==> src/rtl/kb_led_sequencer.sv <==
// kb_led_sequencer
// Mirrors a lock-key status vector onto PS/2 keyboard indicator LEDs.
// When the status changes, the block waits a settle interval and then sends
// the "set LEDs" command (0xED) followed by the LED mask byte. After each byte
// it waits for an ACK (0xFA). A resend request (0xFE) or an ACK timeout causes
// the byte to be retransmitted, up to MAX_RETRY times per byte.
//
// Transmit handshake: send_req is a registered request. tx_data is stable from
// the first SEND cycle up to and including the cycle in which send_req and
// tx_ready are both high. That cycle transfers the byte, and send_req is low in
// the following cycle.
module kb_led_sequencer #(
    parameter int NUM_LEDS  = 3,
    parameter int DELAY_W   = 20,
    parameter int ACK_TO_W  = 20,
    parameter int MAX_RETRY = 3
) (
    input  logic                clk,
    input  logic                reset,
    input  logic [NUM_LEDS-1:0] status,
    input  logic                tx_ready,
    output logic [7:0]          tx_data,
    output logic                send_req,
    input  logic [7:0]          rx_data,
    input  logic                rx_valid,
    output logic                busy,
    output logic                err,
    output logic [NUM_LEDS-1:0] leds_applied
);

    // One shared counter covers both the settle interval and the ACK timeout.
    localparam int CNT_W = (DELAY_W > ACK_TO_W) ? DELAY_W : ACK_TO_W;

    localparam logic [CNT_W-1:0] SETTLE_LAST = CNT_W'((64'd1 << DELAY_W) - 64'd1);
    localparam logic [CNT_W-1:0] ACK_LAST    = CNT_W'((64'd1 << ACK_TO_W) - 64'd1);
    localparam logic [CNT_W-1:0] CNT_ONE     = CNT_W'(1);
    localparam logic [3:0]       RETRY_LIMIT = 4'(MAX_RETRY);

    localparam logic [7:0] CMD_SET_LEDS = 8'hED;
    localparam logic [7:0] RSP_ACK      = 8'hFA;
    localparam logic [7:0] RSP_RESEND   = 8'hFE;

    typedef enum logic [2:0] {
        IDLE     = 3'd0,
        SETTLE   = 3'd1,
        SEND_CMD = 3'd2,
        ACK_CMD  = 3'd3,
        SEND_ARG = 3'd4,
        ACK_ARG  = 3'd5
    } state_t;

    state_t               state;
    state_t               state_next;

    logic [NUM_LEDS-1:0]  prev_status;
    logic                 pending;
    logic                 pending_next;
    logic [NUM_LEDS-1:0]  snap;
    logic [NUM_LEDS-1:0]  snap_next;
    logic [CNT_W-1:0]     cnt;
    logic [CNT_W-1:0]     cnt_next;
    logic [3:0]           retry;
    logic [3:0]           retry_next;
    logic [NUM_LEDS-1:0]  leds_next;
    logic                 err_next;
    logic                 send_req_next;
    logic [7:0]           tx_data_next;

    logic                 chg;
    logic                 got_ack;
    logic                 got_resend;
    logic                 ack_timeout;
    logic                 tx_accept;

    assign chg         = (status != prev_status);
    assign got_ack     = rx_valid && (rx_data == RSP_ACK);
    assign got_resend  = rx_valid && (rx_data == RSP_RESEND);
    assign ack_timeout = (cnt == ACK_LAST);
    assign tx_accept   = send_req && tx_ready;
    assign busy        = (state != IDLE);

    // State register.
    always_ff @(posedge clk) begin
        if (reset) begin
            state <= IDLE;
        end else begin
            state <= state_next;
        end
    end

    // Next-state logic plus next values for all datapath registers.
    always_comb begin
        state_next   = state;
        pending_next = pending;
        snap_next    = snap;
        cnt_next     = cnt;
        retry_next   = retry;
        leds_next    = leds_applied;
        err_next     = 1'b0;

        // A change while busy is remembered so the sequence runs again once
        // the current transaction (with its old snapshot) has finished.
        if ((state != IDLE) && chg) begin
            pending_next = 1'b1;
        end

        case (state)
            IDLE: begin
                cnt_next   = '0;
                retry_next = '0;
                if (chg || pending) begin
                    pending_next = 1'b0;
                    state_next   = SETTLE;
                end
            end

            SETTLE: begin
                // Changes during settle do not restart the count; the latest
                // status is captured when the interval ends.
                if (cnt == SETTLE_LAST) begin
                    snap_next  = status;
                    cnt_next   = '0;
                    state_next = SEND_CMD;
                end else begin
                    cnt_next = cnt + CNT_ONE;
                end
            end

            SEND_CMD: begin
                cnt_next = '0;
                if (tx_accept) begin
                    state_next = ACK_CMD;
                end
            end

            SEND_ARG: begin
                cnt_next = '0;
                if (tx_accept) begin
                    state_next = ACK_ARG;
                end
            end

            ACK_CMD, ACK_ARG: begin
                // Unrelated received bytes fall through and leave cnt running.
                cnt_next = cnt + CNT_ONE;
                if (got_ack) begin
                    // ACK wins over a timeout in the same cycle.
                    cnt_next   = '0;
                    retry_next = '0;
                    if (state == ACK_CMD) begin
                        state_next = SEND_ARG;
                    end else begin
                        leds_next  = snap;
                        state_next = IDLE;
                    end
                end else if (got_resend || ack_timeout) begin
                    cnt_next = '0;
                    if (retry < RETRY_LIMIT) begin
                        retry_next = retry + 4'd1;
                        state_next = (state == ACK_CMD) ? SEND_CMD : SEND_ARG;
                    end else begin
                        err_next   = 1'b1;
                        state_next = IDLE;
                    end
                end
            end

            default: begin
                state_next = IDLE;
            end
        endcase

        // Transmit outputs are registered from the upcoming state so they are
        // valid on the very first SEND cycle and drop right after acceptance.
        send_req_next = (state_next == SEND_CMD) || (state_next == SEND_ARG);
        tx_data_next  = (state_next == SEND_ARG) ? 8'(snap_next) : CMD_SET_LEDS;
    end

    // Datapath registers.
    always_ff @(posedge clk) begin
        if (reset) begin
            prev_status  <= '0;
            pending      <= 1'b0;
            snap         <= '0;
            cnt          <= '0;
            retry        <= '0;
            leds_applied <= '0;
            err          <= 1'b0;
            send_req     <= 1'b0;
            tx_data      <= CMD_SET_LEDS;
        end else begin
            prev_status  <= status;
            pending      <= pending_next;
            snap         <= snap_next;
            cnt          <= cnt_next;
            retry        <= retry_next;
            leds_applied <= leds_next;
            err          <= err_next;
            send_req     <= send_req_next;
            tx_data      <= tx_data_next;
        end
    end

endmodule

==> config.mk <==
export PLATFORM = sky130hd
export DESIGN_NAME = kb_led_sequencer
export DESIGN_NICKNAME = d
export VERILOG_FILES = /design/src/rtl/kb_led_sequencer.sv
export SDC_FILE = /design/constraint.sdc
export NUM_CORES = 1
export LEC_CHECK = 0
export ABC_AREA = 1
export BUFFER_PORTS_ARGS = -buffer_cell sky130_fd_sc_hd__buf_2
export CORE_UTILIZATION = 43
export DETAILED_ROUTE_END_ITERATION = 10
export PLACE_DENSITY = 0.72
export SETUP_SLACK_MARGIN = 0.15
export SYNTH_ARGS = -nofsm -noshare
export SYNTH_HDL_FRONTEND = slang
export SYNTH_SLANG_ARGS = --single-unit
==> constraint.sdc <==
create_clock -name clk -period 4.1 [get_ports clk]
set_clock_uncertainty 0.05 [all_clocks]
set_input_delay 0.205 -clock clk [delete_from_list [all_inputs] [get_ports clk]]
set_output_delay 0.205 -clock clk [all_outputs]
set_load 0.01 [all_outputs]
# Word-level counts from Yosys, hierarchy flattened
# Cells that the tools add are included.
[totals]
output_inout_bits = 14
wordCells = 73
reg_bits = 47
[classes]
n_reduce_logical = 17
eq_ne = 13
add_sub_neg = 2
bitwise_logic = 4
n_lt_le_gt_ge = 1
n_mux = 25
[ops]
columns = ["operator", "n"]
rows = [
  ["20-bit 2-to-1 mux", 3],
  ["20-bit one-hot mux with 3 select lines", 1],
  ["3-bit 2-to-1 mux", 11],
  ["20-bit by 1-bit adder with 20-bit output, second input constant", 1],
  ["20-bit equality test, second input constant", 1],
  ["8-bit equality test, second input constant", 2],
  ["3-bit one-hot mux with 5 select lines", 1],
  ["4-bit 2-to-1 mux", 3],
  ["3-bit by 2-bit equality test with 1-bit output, second input constant", 3],
  ["3-bit equality test, second input constant", 3],
  ["8-bit 2-to-1 mux", 1],
  ["4-bit one-hot mux with 2 select lines", 1],
  ["3-bit != test, second input constant", 2],
  ["3-bit AND reduction", 2],
  ["3-bit nonzero test", 2],
  ["4-bit by 1-bit adder with 4-bit output, second input constant", 1],
  ["1-bit logical AND", 4],
  ["4-bit by 2-bit < comparator with 1-bit output, second input constant", 1],
  ["1-bit 2-to-1 mux", 4],
  ["1-bit inverter", 4],
  ["2-bit OR reduction", 2],
  ["4-bit OR reduction", 1],
  ["3-bit by 1-bit equality test with 1-bit output, second input constant", 1],
  ["3-bit logical NOT", 1],
  ["4 further kinds", 6],
]

# Logic depth before layout (Yosys ltp)
# Gate-level depths: netlist (run 1).
[logic_depth]
depth_word = 9
ltp_mapped = 14

# Worst setup path before layout (run 1)
# Ideal clock, no wire load.
[synth_path]
kind = "register -> register"
startpoint = "register cnt[0]"
endpoint = "register cnt[18]"
synth_period_minus_slack_ns = 1.699
arrival_time_ns = 1.532
required_time_ns = 3.933
path_slack_ns = 2.401
path_stages_with_launch = 13
cell_sequence = "dfxtp_1 ha_1 nand2_1 nor2_1 inv_1 nor2_1 nand3_1 nor2_1 nand2_1 nor3_1 nand2_1 nand3_1 nor2_1"
[synth_between]
elab_chain_len = 5
elab_cells_between_ends = 7
cone_classes = "1 x add/sub; 1 x eq/ne; 4 x mux; 1 x reduce/logical"
[synth_lines]
columns = ["item", "line", "rtl"]
rows = [
  ["from (decl)", "60", "logic [CNT_W-1:0] cnt;"],
  ["from (signal assigned)", "195", "cnt <= cnt_next;"],
  ["parallel branches: the longest is 4 deep, another holds 20-bit by 1-bit adder with 20-bit output", "--", ""],
  ["20-bit one-hot mux with 3 select lines *", "107", "case (state)"],
]
# Mark *: on every way between the ends.
# A chain may end at the register's enable or synchronous reset.

# Worst setup path after layout (run 1)
[layout_path]
startpoint = "register cnt[1]"
endpoint = "register cnt[18]"
# Same word-level chain as after synthesis.

==> results, run 1 <==
- The maximum single-stage delay on the critical path is between 0.3 and 0.4 ns.
- Counting tap cells, the placed design contains a total of 409 instances.
- The tool flagged a number of max-cap violations equal to 0.
- The total die area is 5500 µm².
- After clock tree synthesis, the setup repair step added 0 buffers.
- The chip width is 74.2 µm.
- Counting every net in the synthesized netlist gives around 340.
- The end-of-flow core utilization is 0.514.
- The post-CTS clock slew at the launch and capture registers of the worst setup and hold paths is 0.09 ns.
- STA classifies the critical path startpoint as a flip-flop.
- The slowest stage of the critical path is the dfxtp_1 cell.
- The count of final setup violators is 0.
- The fraction of the cycle the final worst path needs is 0.509.
- The weighted congestion at the end of routability-driven global placement is ~0.8.
- After the first detailed-routing iteration, the DRC count stood at between 100 and 150.
- The number of I/O pins is 29.
- For this run, the register share of the synthesized area comes to 0.384.
- The most used flip-flop cell after synthesis is dfxtp_1.
- The area of the core is 4880 µm².
- Wires add up to 4450 µm.
- VDD sags by at most approximately 0.20 mV.
- The average via count per standard cell is around 4.7.
- Counting stages on the worst path, the most repeated cell is nor2_1.
- The longest clock path from root to sink contains 2 buffers.
- Summing over every cut layer, the via total after detailed routing is between 1500 and 2000.
- The net count of the finished layout is 366.
- The number of H-tree branching levels is 2.
- The type of the most critical hold path is in -> reg.
- From bottom edge to top edge, the die measures ~74 µm.
- The finished layout holds about 420 standard cells, fillers aside.
- The tree built by TritonCTS fans out to 43 sinks.
- The dominant delay contributor by cell family on the critical path is simple AND/OR/NAND/NOR gates.
- Synthesis inferred between 40 and 50 register bits.
- Setup repair after global routing left no endpoint under its margin.
- The critical path is of the reg -> reg type.
- The top cell types in the final layout, fill and taps aside, are nand2_1 (68), nor2_1 (50), inv_1 (48), dfxtp_1 (43), buf_2 (27).
- The total count of hold-check failures in the final report was 0.
- The post-route antenna net violation count is 0.
- The fraction of final layout cells with drive strength greater than 1 is 0.197.
- The number of global-route vias before repair is about 1900.
- STA classifies the critical path endpoint as a flip-flop.
- The number of antenna violations at the first check in global routing came to 0.
- The proportion of synthesized flip-flops having asynchronous set or reset is 0.
- The distinct cell type count after synthesis is 35.
- The detailed-route wire length per cell is 10.7 µm.
- The total power divided by cell area is between 300 and 400 nW/µm².
- The most common library cell in the layout ignoring fill and taps is nand2_1.
- The fmax is 479 MHz.
- The Yosys step of the flow raised 0 warnings.
- Entering global routing, the biggest net connects 16 pins.
- From synthesis to final layout, the design area changed by 12.0%.
- The startpoint of the worst hold path is status[2].
- For the worst setup path, the data required time is approximately 4.3 ns.
- The TritonCTS buffer count is 5.
- The critical path goes through ha_1, nand2_1, nor2_1, inv_1, nor2_1, nand3_1, nor2_1, nand2_1, nor3_1, nand2_1, nand3_1, nor2_1.
- The total overflow left after global routing is 0.
- The hold buffer count at CTS is 0.
- For this design the static power due to leakage is ~1.1 nW.
- The per-instance average area after synthesis is around 6.9 µm².
- In this run, synthesis inferred 0 flip-flops with an integrated enable.
- The number of max-slew violations in the final report is 0.
- In the synthesized netlist, the number of instances is roughly 320.
- TritonCTS built the clock tree.
- The global-route wire length before repair is a little under 8000 µm.
- Counting both buffers and inverters, the worst setup path holds a total of 1.
- The data arrival time of the worst path is about 2.2 ns.
- The total inserted antenna cells is 0.
- The number of cell rows is 25.
- The number of design rule violations left after detail routing is 0.
- The run finished with clean final reports.
- The origin of the worst setup path is cnt[1].
- In this run the cell area of the synthesized design comes to about 2200 µm².
- The root buffer cell chosen for the clock tree is clkbuf_8.
- The total iterations of the first detailed-routing run is 4.
- Summed over all failing endpoints, the final setup total negative slack is 0 ns.
- For the worst-skew pair, the clock arrives at the later sink with an insertion delay of 0.30 ns.
- Of all nets on the critical path, the largest fanout is 3.
- Buffers placed on the I/O ports in this run total 27.
- For this run, the total global-route usage over all layers was measured as 0.181.
- The HPWL reported at the end of detailed placement is between 3000 and 4000 µm.
- The final period demand of the worst path is between 2 and 2.5 ns.
- Gates resized during post-CTS repair numbered 0.
- The starting density of the core is 0.459.
- The startpoint identified for the worst register-to-register timing path is cnt[1].
stage by stage:
step	power (mW)	area, µm²	setup WS, ns	hold WS (ns)
2_1_floorplan	0.478	2240	2.40	0.229
3_3_place_gp	0.492	2390	2.08	0.382
3_5_place_dp	0.493	2390	2.04	0.379
4_1_cts	0.833	2510	2.02	0.0949
5_1_grt	0.854	2510	1.79	0.109
6_report	0.824	2510	2.01	0.0958
path summary, 6_finish.rpt:
check             cells past startpoint  slack, ns              to
setup / recovery                     12       2.01         cnt[18]
hold / removal                        3        0.1  prev_status[2]
setup reg to reg                     12       2.01         cnt[18]
hold reg to reg                       2       0.39        retry[2]
sequential cells by signal, indices dropped and copies added, names as in the netlist:
register,count
tx_data,4
state,3
prev_status,3
send_req,1
cnt,20
leds_applied,3
retry,4
pending,1
snap,3
err,1
final cells by class:
| type | count | area [µm²] |
|---|---|---|
| multi-input cells | 219 | 1110 |
| flip-flops and latches | 43 | 861 |
| well taps | 67 | 83.8 |
| inverters | 53 | 199 |
| fillers | 510 | 2370 |
| clock buffers | 5 | 68.8 |
| repair buffers | 27 | 135 |
| clock inverters | 3 | 46.3 |
cell usage after synthesis (2+ instances only):
library cell   n  share of area
nor3_4         4          0.029
ha_1           2          0.011
a31oi_1        4          0.011
inv_1         48          0.080
o21ai_0        7          0.016
nand3_1       24          0.054
nor3_1        16          0.036
a21oi_1        6          0.013
a21oi_2        4          0.016
buf_2          2         0.0045
nand2_1       68           0.11
xor2_1         2         0.0078
nor2_2        11          0.031
nor2_1        50          0.084
inv_2          4         0.0067
buf_4          4          0.013
buf_6          2          0.010
dfxtp_1       43           0.38
nand3_2        2         0.0089
nand2_4        2          0.010
nand2_2        5          0.014
worst min-delay path, stage by stage:
cell and delay (ns):
buf_2 0.09, inv_1 0.05, nor2_1 0.07
per-layer routing:
layer	up-vias	wire length (µm)	part of all wire	track usage
li1	1053	-	-	-
met1	873	2080	0.47	0.196
met2	26	2160	0.48	0.342
met3	8	141	0.032	0.0447
met4	0	71	0.016	0.0577
met5	-	0	0	0
cell families after synthesis:
family | Yosys count | share of synthesized area
buffers and inverters | 62 | 0.118
AO/OA/AOI/OAI | 27 | 0.0743
AND/OR/NAND/NOR | 187 | 0.402
flip-flops | 43 | 0.384
adder cells (fa/ha/maj) | 2 | 0.0112
other | 1 | 0.00167
XOR/XNOR | 2 | 0.00782
power breakdown:
group          switching, mW  internal [mW]  total [mW]  leakage (nW)
sequential           0.00408          0.423       0.427         0.348
clock                  0.158          0.184       0.341        0.0548
combinational         0.0369         0.0193      0.0563         0.661
total                  0.199          0.625       0.824          1.06
Power figures use the tool's default switching activity.
==> run 2, diff against run 1 <==
--- a/config.mk
+++ b/config.mk
@@ -9,7 +9,7 @@
 export BUFFER_PORTS_ARGS = -buffer_cell sky130_fd_sc_hd__buf_2
 export CORE_UTILIZATION = 43
 export DETAILED_ROUTE_END_ITERATION = 10
-export PLACE_DENSITY = 0.72
+export PLACE_DENSITY = 0.75
 export SETUP_SLACK_MARGIN = 0.15
 export SYNTH_ARGS = -nofsm -noshare
 export SYNTH_HDL_FRONTEND = slang
==> constraint.sdc (replaced) <==
create_clock -name clk -period 1.83 [get_ports clk]
set_clock_uncertainty 0.05 [all_clocks]
set_input_delay 0.0915 -clock clk [delete_from_list [all_inputs] [get_ports clk]]
set_output_delay 0.0915 -clock clk [all_outputs]
set_load 0.01 [all_outputs]
==> results, run 2 (same netlist as run 1, synthesis figures left out) <==
- The number of H-tree branching levels is 2 (unchanged).
- Compared with the post-synthesis result, the final layout area differs by 39.7%.
- The total overflow reported by the global router came to 0 (unchanged).
- The data arrival time of the worst path is 1.96 ns (-0.28 ns).
- The setup TNS is 0 ns (unchanged).
- The number of antenna violations at the first check in global routing came to 0 (unchanged).
- The flip-flop count of the largest register after layout is 20 (unchanged).
- The DRC violation total after the first TritonRoute iteration was 127 (+2.4%).
- The routed wire length is 5960 µm (+34%).
- The number of buffers inserted by port buffering was 27 (unchanged).
- The worst slew margin relative to its limit is 0.517.
- The post-route antenna net violation count came to 0 (unchanged).
- The post-CTS clock slew at the launch and capture registers of the worst setup and hold paths was 0.09 ns (about the same).
- The number of max-slew violations in the final report is 0 (unchanged).
- The global-route wire length before repair is 8780 µm (+13%).
- The clock root buffer is clkbuf_8.
- The number of design rule violations left after detail routing is 0 (unchanged).
- The buffer levels on the longest clock path was 2 (unchanged).
- The post-layout net count is 403 (+10%).
- The starting density of the core came to 0.459 (unchanged).
- The via count of the routed design is 2267 (+16%).
- The total count of hold-check failures in the final report is 0 (unchanged).
- The data required time of the critical path is 2.03 ns (-2.22 ns).
- The chip width came to 74.2 µm (unchanged).
- The die height is 74.2 µm (unchanged).
- The total die area is 5500 µm² (unchanged).
- The maximum fanout along the worst path is 3 (unchanged).
- The count of clock tree sinks is 43 (unchanged).
- In the final layout, the registers with the most flip-flops are cnt x20, retry x4, tx_data x4.
- The final period demand of the worst path came to 1.77 ns (-0.318 ns).
- The clock latency on the worst-skew pair was 0.30 ns (about the same).
- The total power divided by cell area came to 582 nW/µm² (+77%).
- The detailed-route wire length per cell is 13.1 µm (+23%).
- The register-to-register path setup slack is 0.06 ns (-1.95 ns).
- The number of cell rows came to 25 (unchanged).
- The area of the core came to 4880 µm² (unchanged).
- The number of global-route vias before repair is 2133 (+13%).
- STA classifies the critical path startpoint as a flip-flop.
- The TritonCTS buffer count came to 5 (unchanged).
- The count of final setup violators is 0 (unchanged).
- The number of max-cap violations is 0 (unchanged).
- The average via count per standard cell is 4.99 (+6.2%).
- The kind of critical path is reg -> reg.
- The transition time at the pin with the least slew margin is 0.724 ns.
- The aggregate global-route resource usage was 0.206 (+0.0250).
- The most common library cell in the layout ignoring fill and taps is nand2_1.
- The number of standard cells in the layout, taps in and fillers out is 454 (+8.9%).
- The number of instances in the placed design came to 418 (+2.2%).
- The pin count of the biggest net entering global routing is 16 (unchanged).
- The total iterations of the first detailed-routing run is 4 (unchanged).
- The startpoint of the worst hold path is status[1].
- The library cells used most frequently in the layout, excluding fill and tap cells, are nand2_1 (57), inv_1 (43), nor2_1 (41), dfxtp_1 (35), buf_2 (27).
- The worst register-to-register path begins at cnt[15].
- The type of the most critical hold path is in -> reg.
- The HPWL reported at the end of detailed placement is 3520 µm (+4.1%).
- The length in cells of the worst reg-to-reg path is 11 (-1).
- The fraction of final layout cells with drive strength greater than 1 is 0.416 (+0.219).
- The static leakage is 1.35 nW (+26%).
- Setup repair after global routing could not meet its margin everywhere.
- The weighted congestion at the end of routability-driven global placement is 0.912 (+12%).
- The endpoint class of the critical path is a flip-flop.
- The fraction of the cycle the final worst path needs came to 0.967 (+0.458).
- The hold path endpoint is prev_status[1].
- The maximum vdd drop was 0.603 mV (+210%).
- Counting flops per register, the top entry is cnt.
- The number of I/O pins came to 29 (unchanged).
- The total inserted antenna cells is 0 (unchanged).
- The final total power was 1.82 mW (+120%).
- TritonCTS built the clock tree.
- The endpoint identified for the worst register-to-register timing path is send_req.
- The number of cells traversed by the worst hold path was 3 (unchanged).
- The fmax is 565 MHz (+18%).
- The run finished with clean final reports.
## run 2: per-layer routing
| layer | vias to the layer above | global-route usage | part of all wire |
|---|---|---|---|
| met5 | - | 0 | 0 |
| met3 | 19 | 0.0420 | 0.031 |
| met4 | 0 | 0.0812 | 0.027 |
| met1 | 1059 | 0.233 | 0.41 |
| met2 | 53 | 0.377 | 0.53 |
| li1 | 1136 | - | - |
## run 2: report_power, final
group / internal (mW) / switching, mW
Combinational: 0.0692 / 0.113
Sequential: 0.946 / 0.0108
Clock: 0.344 / 0.337
## run 2: critical path: stages, from the launching register on
cell and delay, ns:
dfxtp_2 0.36, nand2_1 0.13, nor2_1 0.18, nand2_2 0.11, nor2_4 0.15, nor2_4 0.05
nand2_2 0.09, nand4_1 0.19, buf_4 0.21, nor2_2 0.09, nand2_1 0.05, nand2_1 0.05
## run 2: repair_timing
item | in CTS | in global routing
pin swaps | 20 | 30
setup endpoints to repair | 25 | 35
gates resized for setup | 24 | 67
endpoints found under the hold margin | 1 | 0
gates cloned | 0 | 1
buffers inserted | 15 | 11
hold buffers | 1 | 0
## run 2: layout make-up
type                            count  area, µm²
Sequential cell                    43        873
Multi-Input combinational cell    220       1420
Clock inverter                      1       7.51
Tap cell                           67       83.8
Timing Repair Buffer               63        442
Inverter                           53        206
Fill cell                         424       1750
Clock buffer                        7       96.3
## run 2: worst max-delay path by stage
stage / start / end
2_1_floorplan: cnt[0] / cnt[13]
6_report: cnt[15] / send_req
3_5_place_dp: cnt[0] / cnt[2]
4_1_cts: cnt[1] / cnt[11]
3_3_place_gp: cnt[0] / cnt[14]
5_1_grt: cnt[15] / tx_data[6]
## run 2: metrics by stage
stage	util	hold WS (ns)	instance area (µm²)	setup slack, ns
after floorplan	-	0.116	2240	0.156
after global placement	0.505	0.297	2460	0.0535
after detailed placement	0.505	0.309	2460	-0.0153
after CTS	0.569	0.00273	2780	0.101
after global routing	0.641	0.0139	3130	-0.0337
final	0.641	0.000389	3130	0.0607
==> run 3, diff against run 2 <==
--- a/config.mk
+++ b/config.mk
@@ -10,7 +10,7 @@
 export CORE_UTILIZATION = 43
 export DETAILED_ROUTE_END_ITERATION = 10
 export PLACE_DENSITY = 0.75
-export SETUP_SLACK_MARGIN = 0.15
+export SLEW_MARGIN = 20
 export SYNTH_ARGS = -nofsm -noshare
 export SYNTH_HDL_FRONTEND = slang
 export SYNTH_SLANG_ARGS = --single-unit
==> results, run 3 (same netlist as run 1, synthesis figures left out) <==
- The global routing usage on met2 is 0.339 (-0.0374).
- The register containing the most flip-flops in the final layout is cnt.
- The post-layout net count was 380 (-5.7%).
- The average via count per standard cell is 4.88 (-2.2%).
- The post-CTS clock slew at the launch and capture registers of the worst setup and hold paths is 0.08 ns (about the same).
- The die height came to 74.2 µm (unchanged).
- The part of the power in the clock network is 0.394 (+0.020).
- The worst slew margin relative to its limit was 0.578 (+0.0605).
- The maximum fanout along the worst path was 4 (+1).
- The count of clock tree sinks was 43 (unchanged).
- The maximum vdd drop is 0.424 mV (-30%).
- The data arrival time of the worst path came to 1.94 ns (-0.02 ns).
- The TritonCTS buffer count is 5 (unchanged).
- The share of total power in combinational logic is 0.085 (-0.015).
- The slowest library cell on the worst path is dfxtp_4.
- The routed wire length is 5140 µm (-14%).
- Relative to the synthesized area, the layout overhead comes to 24.3%.
- The clock root buffer is clkbuf_8.
- The transition time at the pin with the least slew margin is 0.633 ns (-0.0907 ns).
- The aggregate global-route resource usage is 0.194 (-0.0117).
- The cell area reported after detailed placement was 2430 µm² (-1.4%).
- The detailed-route wire length per cell is 12.0 µm (-8.8%).
- The final total power is 1.84 mW (+0.92%).
- The power share of the sequential group is 0.521 (-0.005).
- The fraction of the cycle the final worst path needs is 0.958 (-0.00906).
- The via count of the routed design is 2099 (-7.4%).
- The largest registers in the layout are cnt x20, retry x4, tx_data x4.
- The number of global-route vias before repair was 1971 (-7.6%).
- The global-route wire length before repair is 8300 µm (-5.4%).
- The library cells used most frequently in the layout, excluding fill and tap cells, are nand2_1 (61), inv_1 (47), nor2_1 (42), dfxtp_1 (37), buf_2 (27).
- The met3 layer usage reported by global route was 0.0434 (+0.00136).
- The total iterations of the first detailed-routing run is 4 (unchanged).
- The static leakage is 1.15 nW (-14%).
- The final period demand of the worst path is 1.75 ns (-0.0166 ns).
- The number of max-cap violations was 0 (unchanged).
- The maximum single-stage delay on the critical path was 0.38 ns (+0.02 ns).
- The final standard cell area without fillers is 2780 µm² (-11%).
- The DRC violation total after the first TritonRoute iteration is 91 (-28%).
- The count of final setup violators is 0 (unchanged).
- The fmax is 571 MHz (+0.95%).
- The count of filler cells inserted in the layout was 460 (+8.5%).
- The data required time of the critical path came to 2.02 ns (about the same).
- The switching share of power is 0.237 (-0.0162).
- The total count of hold-check failures in the final report came to 0 (unchanged).
- The number of design rule violations left after detail routing is 0 (unchanged).
- The kind of critical path is reg -> reg.
- The weighted congestion at the end of routability-driven global placement is 0.866 (-5.0%).
- The area of the core is 4880 µm² (unchanged).
- The net switching power is 0.436 mW (-5.5%).
- The total power divided by cell area came to 660 nW/µm² (+13%).
- The number of max-slew violations in the final report is 0 (unchanged).
- The most numerous cell type found on the critical path is nand2_1.
- The most common library cell in the layout ignoring fill and taps is nand2_1.
- The end-of-flow core utilization was 0.571 (-0.0708).
- The total die area is 5500 µm² (unchanged).
- The dominant delay contributor by cell family on the critical path is simple AND/OR/NAND/NOR gates.
- The fraction of final layout cells with drive strength greater than 1 came to 0.314 (-0.102).
- TritonCTS built the clock tree.
- The total overflow reported by the global router is 0 (unchanged).
- The number of buffers inserted by port buffering is 27 (unchanged).
- The routing usage on met1 is 0.238 (+0.00418).
- The total internal power is 1.40 mW (+3.1%).
- The number of antenna violations at the first check in global routing came to 0 (unchanged).
- The critical path goes through ha_4, nand2_4, nor2_4, nand2_1, nor2_2, nand2_2, nand2_2, nand3_1, nand3_1, nand2_1, inv_1, nand2_1, nand2_1.
- The number of cell rows is 25 (unchanged).
- The endpoint class of the critical path is a flip-flop.
- The number of I/O pins is 29 (unchanged).
- The starting density of the core came to 0.459 (unchanged).
- The buffer levels on the longest clock path is 2 (unchanged).
- The HPWL reported at the end of detailed placement is 3430 µm (-2.6%).
- The launching element type of the critical path is a flip-flop.
- The flip-flop count of the largest register after layout is 20 (unchanged).
- In this run the most used layer during global routing was met2.
- The total inserted antenna cells came to 0 (unchanged).
- The number of buffer and inverter stages on the critical path is 1 (unchanged).
- Setup repair after global routing could not meet its margin everywhere.
- The number of H-tree branching levels is 2 (unchanged).
- The tightest min-delay check is of the in -> reg type.
- The flow ran to the end, and the final reports show no timing, DRC or antenna violations.
- The chip width is 74.2 µm (unchanged).
- The clock latency on the worst-skew pair is 0.29 ns (about the same).
- The post-route antenna net violation count is 0 (unchanged).
- The pin count of the biggest net entering global routing came to 16 (unchanged).
[run 3: changes by cell type in the layout (fill, tap and decap cells not counted), sizes merged]
cell         previous run  this run
buf                    62        37
dlygate4sd3             1         3
bufinv                  0         1
clkbuf                  7         5
[run 3: stage by stage]
stage	std cells	setup TNS, ns	setup WS, ns	hold slack [ns]
after global routing	430	-0.280	-0.0698	0.0984
after floorplan	324	0	0.131	0.116
after global placement	414	0	0.0434	0.294
final	430	0	0.0773	0.0883
after CTS	425	0	0.00389	0.0704
after detailed placement	414	-0.0161	-0.00584	0.299
[run 3: cell type report]
cell class | instances | area (µm²) | area share
clock buffers | 5 | 68.8 | 0.0247
clock inverters | 2 | 37.5 | 0.0135
inverters | 53 | 199 | 0.0715
multi-input cells | 220 | 1280 | 0.460
flip-flops and latches | 43 | 873 | 0.314
well taps | 67 | 83.8 | 0.0301
repair buffers | 40 | 240 | 0.0863
[run 3: final timing paths]
check,start,endpoint,slack (ns),cells past startpoint
setup / recovery,cnt[1],send_req,0.08,13
hold / removal,reset,state[0],0.09,2
setup reg to reg,cnt[1],send_req,0.08,13
hold reg to reg,retry[3],retry[3],0.40,2
[run 3: power groups by stage]
stage	clock network, mW	registers [mW]	logic [mW]
2_1_floorplan	0	0.975	0.0950
3_3_place_gp	0	0.977	0.128
3_5_place_dp	0	0.977	0.129
4_1_cts	0.739	0.956	0.144
5_1_grt	0.767	0.959	0.174
6_report	0.723	0.956	0.157
[run 3: timing repair]
action / in CTS / in global routing
hold buffers: 3 / 0
setup endpoints to repair: 8 / 29
resized for setup: 5 / 41
buffers inserted: 1 / 4
endpoints found under the hold margin: 3 / 0
pin swaps: 5 / 13
gates cloned: 0 / 1
[run 3: metal layers]
metal,up-vias,wire length [µm]
li1,1086,-
met4,0,39
met1,963,2220
met2,45,2650
met5,-,0
met3,5,237
